$ cat config.mk
export PLATFORM = sky130hd
export DESIGN_NAME = multicycle_controller_flat
export DESIGN_NICKNAME = d
export VERILOG_FILES = /design/src/rtl/riscv_pkg.sv /design/src/rtl/multicycle_controller_if.sv /design/src/rtl/alu_decoder.sv /design/src/rtl/multicycle_controller.sv /design/src/flat_wrapper.sv
export SDC_FILE = /design/constraint.sdc
export NUM_CORES = 1
export LEC_CHECK = 0
export CAP_MARGIN = 20
export CELL_PAD_IN_SITES_DETAIL_PLACEMENT = 1
export CELL_PAD_IN_SITES_GLOBAL_PLACEMENT = 2
export CORE_ASPECT_RATIO = 0.9
export CORE_MARGIN = 2
export CORE_UTILIZATION = 26
export DETAILED_ROUTE_END_ITERATION = 6
export GPL_TIMING_DRIVEN = 0
export MAX_ROUTING_LAYER = met4
export PLACE_DENSITY_LB_ADDON = 0.08
export SKIP_LAST_GASP = 1
export SYNTH_ARGS = -nofsm -noshare
export SYNTH_HDL_FRONTEND = slang
export SYNTH_SLANG_ARGS = --single-unit
export TNS_END_PERCENT = 10
$ cat constraint.sdc
create_clock -name clk -period 2.55 [get_ports clk]
set_input_delay 0.255 -clock clk [delete_from_list [all_inputs] [get_ports clk]]
set_output_delay 0.255 -clock clk [all_outputs]
set_load 0.02 [all_outputs]
$ cat src/rtl/riscv_pkg.sv
// Shared encodings for the multicycle RISC-V control unit: FSM states, opcodes,
// the ALUOp and ALUControl encodings, and the control-word bundle.
package riscv_pkg;

    typedef enum logic [3:0] {
        S_FETCH,
        S_DECODE,
        S_MEM_ADR,
        S_MEM_READ,
        S_MEM_WB,
        S_MEM_WRITE,
        S_EXECUTE_R,
        S_EXECUTE_I,
        S_ALU_WB,
        S_BEQ,
        S_JAL
    } state_t;

    localparam logic [6:0] OP_LW  = 7'b0000011;
    localparam logic [6:0] OP_SW  = 7'b0100011;
    localparam logic [6:0] OP_R   = 7'b0110011;
    localparam logic [6:0] OP_I   = 7'b0010011;
    localparam logic [6:0] OP_BEQ = 7'b1100011;
    localparam logic [6:0] OP_JAL = 7'b1101111;

    typedef enum logic [1:0] {
        ALUOP_ADD   = 2'b00,
        ALUOP_SUB   = 2'b01,
        ALUOP_FUNCT = 2'b10
    } alu_op_t;

    typedef enum logic [2:0] {
        ALU_ADD = 3'b000,
        ALU_SUB = 3'b001,
        ALU_AND = 3'b010,
        ALU_OR  = 3'b011,
        ALU_SLT = 3'b101
    } alu_ctrl_t;

    typedef struct packed {
        logic       pc_update;
        logic       branch;
        logic       adr_src;
        logic       mem_write;
        logic       ir_write;
        logic       reg_write;
        logic [1:0] result_src;
        logic [1:0] alu_src_a;
        logic [1:0] alu_src_b;
        alu_op_t    alu_op;
    } ctrl_t;

    localparam ctrl_t CTRL_FETCH = '{
        pc_update:  1'b1,
        branch:     1'b0,
        adr_src:    1'b0,
        mem_write:  1'b0,
        ir_write:   1'b1,
        reg_write:  1'b0,
        result_src: 2'b10,
        alu_src_a:  2'b00,
        alu_src_b:  2'b10,
        alu_op:     ALUOP_ADD
    };

endpackage

$ cat src/rtl/multicycle_controller_if.sv
// Instruction fields and flags into the controller, control strobes and selects out.
interface multicycle_controller_if;
    logic [6:0] op;
    logic [2:0] funct3;
    logic       funct7b5;
    logic       zero;

    logic       PCWrite;
    logic       AdrSrc;
    logic       MemWrite;
    logic       IRWrite;
    logic [1:0] ResultSrc;
    logic [1:0] ALUSrcA;
    logic [1:0] ALUSrcB;
    logic       RegWrite;
    logic [1:0] ImmSrc;
    logic [2:0] ALUControl;

    modport master (
        output op, funct3, funct7b5, zero,
        input  PCWrite, AdrSrc, MemWrite, IRWrite, ResultSrc, ALUSrcA, ALUSrcB,
               RegWrite, ImmSrc, ALUControl
    );

    modport slave (
        input  op, funct3, funct7b5, zero,
        output PCWrite, AdrSrc, MemWrite, IRWrite, ResultSrc, ALUSrcA, ALUSrcB,
               RegWrite, ImmSrc, ALUControl
    );
endinterface

$ cat src/rtl/alu_decoder.sv
// Maps the FSM's ALUOp plus instruction function bits onto an ALU operation.
module alu_decoder
    import riscv_pkg::*;
(
    input  alu_op_t    alu_op,
    input  logic       op5,
    input  logic [2:0] funct3,
    input  logic       funct7b5,
    output alu_ctrl_t  alu_control
);

    always_comb begin
        alu_control = ALU_ADD;
        case (alu_op)
            ALUOP_ADD: alu_control = ALU_ADD;
            ALUOP_SUB: alu_control = ALU_SUB;
            ALUOP_FUNCT: begin
                case (funct3)
                    // sub only for R-type with funct7b5 set; addi never subtracts
                    3'b000:  alu_control = (op5 & funct7b5) ? ALU_SUB : ALU_ADD;
                    3'b010:  alu_control = ALU_SLT;
                    3'b110:  alu_control = ALU_OR;
                    3'b111:  alu_control = ALU_AND;
                    default: alu_control = ALU_ADD;
                endcase
            end
            default: alu_control = ALU_ADD;
        endcase
    end

endmodule

$ cat src/rtl/multicycle_controller.sv
// Multicycle RISC-V main controller: state register, next-state logic and
// registered per-state control word, with combinational PCWrite/ImmSrc/ALUControl.
module multicycle_controller
    import riscv_pkg::*;
(
    input  logic                     clk,
    input  logic                     reset,
    multicycle_controller_if.slave   bus
);

    state_t    state;
    state_t    state_next;
    ctrl_t     ctrl_q;
    ctrl_t     ctrl_out;
    alu_ctrl_t alu_control;

    function automatic state_t next_of(input state_t s, input logic [6:0] op);
        state_t n;
        n = S_FETCH;
        case (s)
            S_FETCH: n = S_DECODE;
            S_DECODE: begin
                case (op)
                    OP_LW, OP_SW: n = S_MEM_ADR;
                    OP_R:         n = S_EXECUTE_R;
                    OP_I:         n = S_EXECUTE_I;
                    OP_BEQ:       n = S_BEQ;
                    OP_JAL:       n = S_JAL;
                    default:      n = S_FETCH;
                endcase
            end
            S_MEM_ADR:   n = (op == OP_LW) ? S_MEM_READ : S_MEM_WRITE;
            S_MEM_READ:  n = S_MEM_WB;
            S_EXECUTE_R: n = S_ALU_WB;
            S_EXECUTE_I: n = S_ALU_WB;
            S_JAL:       n = S_ALU_WB;
            default:     n = S_FETCH;
        endcase
        return n;
    endfunction

    function automatic ctrl_t ctrl_for(input state_t s);
        ctrl_t c;
        c = '0;
        c.alu_op = ALUOP_ADD;
        case (s)
            S_FETCH:  c = CTRL_FETCH;
            S_DECODE: begin c.alu_src_a = 2'b01; c.alu_src_b = 2'b01; end
            S_MEM_ADR: begin c.alu_src_a = 2'b10; c.alu_src_b = 2'b01; end
            S_MEM_READ: c.adr_src = 1'b1;
            S_MEM_WB: begin c.result_src = 2'b01; c.reg_write = 1'b1; end
            S_MEM_WRITE: begin c.adr_src = 1'b1; c.mem_write = 1'b1; end
            S_EXECUTE_R: begin c.alu_src_a = 2'b10; c.alu_op = ALUOP_FUNCT; end
            S_EXECUTE_I: begin
                c.alu_src_a = 2'b10;
                c.alu_src_b = 2'b01;
                c.alu_op    = ALUOP_FUNCT;
            end
            S_ALU_WB: c.reg_write = 1'b1;
            S_BEQ: begin c.alu_src_a = 2'b10; c.alu_op = ALUOP_SUB; c.branch = 1'b1; end
            S_JAL: begin c.alu_src_a = 2'b01; c.alu_src_b = 2'b10; c.pc_update = 1'b1; end
            default: c = '0;
        endcase
        return c;
    endfunction

    always_comb state_next = next_of(state, bus.op);

    // Control word is registered alongside the state so it always matches it.
    always_ff @(posedge clk) begin
        if (reset) begin
            state  <= S_FETCH;
            ctrl_q <= CTRL_FETCH;
        end else begin
            state  <= state_next;
            ctrl_q <= ctrl_for(state_next);
        end
    end

    // Reset overrides the live word immediately so nothing strobes mid-reset.
    always_comb begin
        ctrl_out = ctrl_q;
        if (reset) begin
            ctrl_out           = CTRL_FETCH;
            ctrl_out.pc_update = 1'b0;
            ctrl_out.ir_write  = 1'b0;
        end
    end

    alu_decoder u_alu_decoder (
        .alu_op      (ctrl_out.alu_op),
        .op5         (bus.op[5]),
        .funct3      (bus.funct3),
        .funct7b5    (bus.funct7b5),
        .alu_control (alu_control)
    );

    always_comb begin
        case (bus.op)
            OP_SW:   bus.ImmSrc = 2'b01;
            OP_BEQ:  bus.ImmSrc = 2'b10;
            OP_JAL:  bus.ImmSrc = 2'b11;
            default: bus.ImmSrc = 2'b00;
        endcase
    end

    assign bus.PCWrite    = ctrl_out.pc_update | (ctrl_out.branch & bus.zero);
    assign bus.AdrSrc     = ctrl_out.adr_src;
    assign bus.MemWrite   = ctrl_out.mem_write;
    assign bus.IRWrite    = ctrl_out.ir_write;
    assign bus.RegWrite   = ctrl_out.reg_write;
    assign bus.ResultSrc  = ctrl_out.result_src;
    assign bus.ALUSrcA    = ctrl_out.alu_src_a;
    assign bus.ALUSrcB    = ctrl_out.alu_src_b;
    assign bus.ALUControl = alu_control;

endmodule

$ cat src/flat_wrapper.sv
// flat-port wrapper written by rule: the top's interface ports become plain ports
module multicycle_controller_flat import riscv_pkg::*;
  (clk, reset, bus_op, bus_funct3, bus_funct7b5, bus_zero, bus_PCWrite, bus_AdrSrc, bus_MemWrite, bus_IRWrite, bus_ResultSrc, bus_ALUSrcA, bus_ALUSrcB, bus_RegWrite, bus_ImmSrc, bus_ALUControl);
  multicycle_controller_if bus_i ();
  input  logic clk;
  input  logic reset;
  input wire logic [$bits(bus_i.op)-1:0] bus_op;
  input wire logic [$bits(bus_i.funct3)-1:0] bus_funct3;
  input wire logic [$bits(bus_i.funct7b5)-1:0] bus_funct7b5;
  input wire logic [$bits(bus_i.zero)-1:0] bus_zero;
  output wire logic [$bits(bus_i.PCWrite)-1:0] bus_PCWrite;
  output wire logic [$bits(bus_i.AdrSrc)-1:0] bus_AdrSrc;
  output wire logic [$bits(bus_i.MemWrite)-1:0] bus_MemWrite;
  output wire logic [$bits(bus_i.IRWrite)-1:0] bus_IRWrite;
  output wire logic [$bits(bus_i.ResultSrc)-1:0] bus_ResultSrc;
  output wire logic [$bits(bus_i.ALUSrcA)-1:0] bus_ALUSrcA;
  output wire logic [$bits(bus_i.ALUSrcB)-1:0] bus_ALUSrcB;
  output wire logic [$bits(bus_i.RegWrite)-1:0] bus_RegWrite;
  output wire logic [$bits(bus_i.ImmSrc)-1:0] bus_ImmSrc;
  output wire logic [$bits(bus_i.ALUControl)-1:0] bus_ALUControl;
  assign bus_i.op = bus_op;
  assign bus_i.funct3 = bus_funct3;
  assign bus_i.funct7b5 = bus_funct7b5;
  assign bus_i.zero = bus_zero;
  assign bus_PCWrite = bus_i.PCWrite;
  assign bus_AdrSrc = bus_i.AdrSrc;
  assign bus_MemWrite = bus_i.MemWrite;
  assign bus_IRWrite = bus_i.IRWrite;
  assign bus_ResultSrc = bus_i.ResultSrc;
  assign bus_ALUSrcA = bus_i.ALUSrcA;
  assign bus_ALUSrcB = bus_i.ALUSrcB;
  assign bus_RegWrite = bus_i.RegWrite;
  assign bus_ImmSrc = bus_i.ImmSrc;
  assign bus_ALUControl = bus_i.ALUControl;
  multicycle_controller u_core (.clk(clk), .reset(reset), .bus(bus_i));
endmodule
# Word-level counts from Yosys, hierarchy flattened

Cells that the tools add are included.

Reductions and logical operators: 12
Equality and inequality tests: 27
Bitwise gates (word level): 3
Mux-type cells: 18

Operator list:

| operator           | count |
|---|---|
| $pmux 4 s5         | 2 |
| $eq 4x3->1 const B | 6 |
| $eq 4x2->1 const B | 4 |
| $eq 4x4->1 const B | 4 |
| $pmux 2 s2         | 4 |
| $eq 7x6->1 const B | 2 |
| $eq 7x7->1 const B | 2 |
| $mux 14            | 1 |
| $pmux 3 s4         | 1 |
| $reduce_or 2->1    | 6 |
| $eq 4x1->1 const B | 2 |
| $logic_not 4->1    | 2 |
| $eq 7x2->1 const B | 1 |
| $eq 7x5->1 const B | 1 |
| $mux 1             | 7 |
| $eq 3x3->1 const B | 2 |
| $pmux 2 s3         | 1 |
| $pmux 3 s2         | 1 |
| $reduce_or 3->1    | 2 |
| $reduce_or 4->1    | 1 |
| $eq 3x2->1 const B | 1 |
| $logic_not 3->1    | 1 |
| $mux 3             | 1 |
| $and 1x1->1        | 2 |
| 3 further kinds    | 3 |

Input bits: 14
Register bits after elaboration: 18
Word-level logic and storage cells: 71

# Depth between registers and ports, before layout

Word-level depth: 7
Mapped depth: 6
Gate-level depth less buffers: 6

# Modules after synthesis

A second synthesis with hierarchy kept.

Cells, all modules: 117
Area, all modules: 1042.2 um^2

By module, submodules not included:

| module                | times used | cells an instance | area each (um^2) |
|---|---|---|---|
| multicycle_controller | 1          | 106               | 945.9 |
| alu_decoder           | 1          | 11                | 96.3 |

# Least setup slack after synthesis

Ideal clock, no wire load.

Kind: input to register
Start point: input bus_op[4]
End point: register u_core.ctrl_q[4] in the netlist's numbering
Required time: 2.423 ns
Stages on the path: 5
Arrival: 1.709 ns
Path buffers: 0
Path slack: 0.714 ns
Cells stage by stage: nand3b_1 nor3_1 a22oi_1 a41oi_1 nor2_1

Longest elaborated chain between the ends: 7
Elaborated cells on any way between the ends: 19
Those cells by class: eq/ne: 12; mux: 4; reduce/logical: 3

Ends and longest elaborated chain:

| what                                                                | RTL line                                                 | text |
|---|---|---|
| start: declaration                                                  | flat_wrapper.sv:7                                        | `input wire logic [$bits(bus_i.op)-1:0] bus_op;` |
| $eq 7x6->1 / $eq 7x2->1 (equally long branches)                     | multicycle_controller.sv:23, multicycle_controller.sv:32 |  |
| $reduce_or 2->1                                                     | multicycle_controller.sv:23                              | `case (op)` |
| $pmux 4 s5                                                          | multicycle_controller.sv:23                              |  |
| $pmux 4 s5 *                                                        | multicycle_controller.sv:20                              | `case (s)` |
| $eq 4x2->1 (tied with other cells)                                  | multicycle_controller.sv:46                              | `case (s)` |
| $reduce_or 4->1 (no line) / $reduce_or 2->1 (equally long branches) | -                                                        |  |
| $pmux 2 s2 *                                                        | multicycle_controller.sv:46                              |  |
| end signal: assignment                                              | multicycle_controller.sv:76                              | `ctrl_q <= ctrl_for(state_next);` |
| end: declaration                                                    | multicycle_controller.sv:13                              | `ctrl_t ctrl_q;` |

Every way passes the cells marked *; elsewhere a longest branch is shown, timed or not.
A chain may end at the register's enable or synchronous reset.

# Worst setup path after layout

Start point: input bus_op[2]
End point: output bus_ImmSrc[0]

Longest elaborated chain between the ends: 2
Elaborated cells on any way between the ends: 4
Those cells by class: eq/ne: 3; mux: 1

Ends and longest elaborated chain:

| what                                            | RTL line                    | text |
|---|---|---|
| $eq 7x7->1 / $eq 7x6->1 (equally long branches) | multicycle_controller.sv:99 | `case (bus.op)` |
| $pmux 2 s3 *                                    | multicycle_controller.sv:99 |  |
| end: declaration                                | flat_wrapper.sv:19          | `output wire logic [$bits(bus_i.ImmSrc)-1:0] bus_ImmSrc;` |

Marked as above.

==> results by group <==
Clocking
  • # H-tree levels: 1
  • Clock sinks: 16
  • Worst-path clk slew: around 0.06 ns
  • Clock Tree Buf Depth: 2
  • TritonCTS clock tree: built
  • Number of hold buffers added after cts: 0
  • Cts bufs inserted: 3
  • Root Buffer: clkbuf_8
  • Post CTS Setup Buffer Count: 0
  • Worst skew pair latency: between 0.2 and 0.3 ns

Critical path
  • Worst R2R Start: u_core.state[1]
  • Worst path cell trace: clkdlybuf4s50_1, nand4bb_1, nor2_1, nor2_1, nor3b_1, clkdlybuf4s50_1
  • Max incr delay on CP: 0.63 ns
  • Worst R2R Path Depth: 5
  • R2r endpoint: u_core.ctrl_q[2]
  • Max FO, Critical Path: 5
  • Crit. End Element: primary output
  • Req. time, crit path: 2.30 ns
  • Crit path kind: input pin to primary output
  • Setup slack, reg-to-reg: roughly 0.57 ns
  • Startpoint class of the critical path: input pin
  • CP max-delay cell: clkdlybuf4s50_1
  • Crit path DAT: between 2 and 2.5 ns

Place
  • Final Wtd Congestion: about 0.76
  • PortBufs: 29
  • Dpl hpwl: approximately 1700 um
  • Pre-CTS setup slack: -0.00825 ns
  • Placed inst area: between 1000 and 1500 um2

Yosys
  • Synth Instances: ~100
  • Mean post-synth cell area: ~8.4 um2
  • Largest family of logic cells by synthesized area: simple AND/OR/NAND/NOR gates
  • Mux contribution to synthesized area: about 1.3%
  • Post-Synth Simple-Gate Area: a little over a third
  • Area share of fa/ha/maj cells after synthesis: under 10%
  • Post-Synth XOR/XNOR Area: under 10%
  • Synthesis Warnings: 0
  • Compound-Gate Fraction of Synth Area: between 10% and 20%
  • FF+latch count, synth: 16
  • Post-synthesis sequential area ratio: a little under two fifths
  • Number of library cell types mapped by synthesis: 39
  • Synth Cell Area: 870 um2
  • Post-synth net total: 120

Global routing
  • Vias in the first global route: 854
  • Total GRT Usage: roughly an eighth
  • Initial antenna violation count: 0
  • Met2 GRT Util: 21.1%
  • Overflow after GRT: 0
  • Met3 usage: under 10%
  • Global-route wire length before repair: 3730 um
  • Grt met1 use: between 15 and 20%
  • GRT busiest layer: met2
  • Largest net degree at the start of global routing: 11

Timing
  • Worst Skew: a little under 0.0006 ns
  • RSZ-0062 raised after global routing: yes
  • Max-slew headroom: roughly 50%
  • Fin worst setup slack: between 0.1 and 0.15 ns
  • Fmax: 410 MHz
  • # setup viols final: 0
  • Final period util: roughly 96%
  • Clock period minus worst slack: about 2.4 ns
  • Fin. Hold Viols: 0
  • Pins Over Slew Limit: 0
  • Worst-Margin Slew: 0.748 ns

Power
  • Sequential share of power: about 46%
  • VDD IR max: between 0.2 and 0.25 mV
  • Clock power share: a little under two fifths
  • Sw Pwr: 0.130 mW
  • Sw Ratio: ~23%
  • Leakage: 0.484 nW
  • Pwr dens: 452 nW/um2
  • Comb pwr share: roughly 16%
  • Final Power: 0.573 mW
  • Cell Int Power: around 0.44 mW

Status
  • Status: complete, no violations

Drt
  • Wire length per cell: roughly 12 um
  • Final wirelength: approximately 2200 um
  • DR DRC count: 0
  • Initial DRC Count: 10
  • TritonRoute pass-1 iters: 4
  • Via count: between 800 and 900
  • DR vias/cell: about 4.8
  • Final ANT Viol Nets: 0

Cells and area
  • ANT cells: 0
  • Most frequent cells in the layout: clkdlybuf4s50_1 (27), nor2_1 (17), dfxtp_1 (16)
  • Final instance area: around 1300 um2
  • Final core utilization: ~40%
  • Share of post-route cells with drive strength above 1: a little under 9%
  • Most common cell after layout, fill and taps aside: clkdlybuf4s50_1
  • P&R area growth vs syn: 45.9%
  • Nets: 154

Die
  • Ports: 30
  • Die Y: 58.9 um
  • Rows: 19
  • Chip width: between 60 and 70 um
  • Area of the die: approximately 3800 um2
  • Starting Density: between 20% and 30%
  • Core box area: about 3100 um2

Worst hold path
  • Hold Path Sink: u_core.ctrl_q[13]
  • Hold Startpoint: reset
  • Hold Path Class: input pin to flip-flop
  • Hold depth: 3

Flow run
  • Max-cap violations: 0
==> cells by family after synthesis <==
group | count (synthesis)
xor+xnor | 2
flops | 16
mux | 1
buf+inv | 9
simple gates | 55
fa+ha+maj | 2
compound gates | 19
==> stage by stage <==
| stage | hold WS, ns | std cells | TNS [ns] |
|---|---|---|---|
| floorplan | 0.435 | 104 | 0 |
| global placement | 0.713 | 175 | 0 |
| detailed placement | 0.719 | 175 | -0.00825 |
| CTS | 0.728 | 179 | 0 |
| global route | 0.567 | 179 | -0.0414 |
| finish | 0.507 | 179 | 0 |
==> Yosys cell counts (all sizes together) <==
cell     count  share of area (%)
a21boi       2                1.7
a21oi        3                1.7
a22o         1                1.0
a22oi        1               0.86
a2bb2oi      1                1.0
a31o         1                1.0
a31oi        2                2.2
a41oi        1                1.0
buf          1               0.57
clkbuf       2               0.86
dfxtp       16                 37
ha           2                2.9
inv          6                2.6
mux2         1                1.3
nand2        3                1.3
nand2b       5                3.6
nand3        2                1.2
nand3b       2                1.7
nand4        1               0.72
nand4bb      1                1.3
nor2        17                7.3
nor2b        9                6.5
nor3         5                2.9
nor3b        3                3.2
nor4         1               0.72
nor4b        1                1.7
o21ai        2                1.2
o21bai       1               0.86
o221ai       1                1.0
o22ai        1               0.72
o31ai        1               0.86
o41a         1                1.3
or2          2                1.4
or3          1               0.72
or4b         2                2.3
xnor2        1                1.0
xor2         1                1.0
==> registers in the layout, summed over array words and instances (netlist names) <==
signal	count
u_core.ctrl_q	12
u_core.state	4
==> metal layers <==
metal | wire, um | vias to the layer above | share of wire, %
met1 | 1070 | 410 | 49
li1 | - | 435 | -
met5 | 0 | - | 0
met4 | 8 | 0 | 0.37
met3 | 94 | 2 | 4.3
met2 | 1010 | 18 | 46
==> worst max path at each step <==
stage / slack (ns) / start / endpoint
detailed placement: -0.008 / reset / bus_ALUControl[2]
global route: -0.04 / bus_op[3] / bus_ImmSrc[0]
CTS: 0.09 / reset / bus_ALUControl[1]
floorplan: 0.71 / bus_op[4] / u_core.ctrl_q[4]
finish: 0.11 / bus_op[2] / bus_ImmSrc[0]
global placement: 0.04 / reset / bus_ALUControl[2]
==> power groups by stage <==
stage | logic, mW | clock network (mW) | registers (mW)
final | 0.0916 | 0.220 | 0.262
after global routing | 0.101 | 0.237 | 0.263
after CTS | 0.0928 | 0.231 | 0.262
after detailed placement | 0.0922 | 0 | 0.268
after global placement | 0.0911 | 0 | 0.267
after floorplan | 0.0453 | 0 | 0.266
==> worst max-delay path: cells and delay by family <==
kind                   cells  cell delay, ns
AND/OR/NAND/NOR            4            0.85
buffers and inverters      2            1.07
==> area by class of cell <==
class                   count  area [um2]
flip-flops and latches     16         320
repair buffers             29         292
fillers                   381        1850
inverters                   6        22.5
well taps                  42        52.6
plain buffers               3        12.5
clock buffers               4        55.1
multi-input cells          79         514
==> what timing repair did <==
action | CTS | global route
resized for setup | 1 | 1
cloned | 0 | 0
setup endpoints to repair | 1 | 3
pin swaps | 0 | 0
No activity file was read; power rests on OpenSTA's default activity.
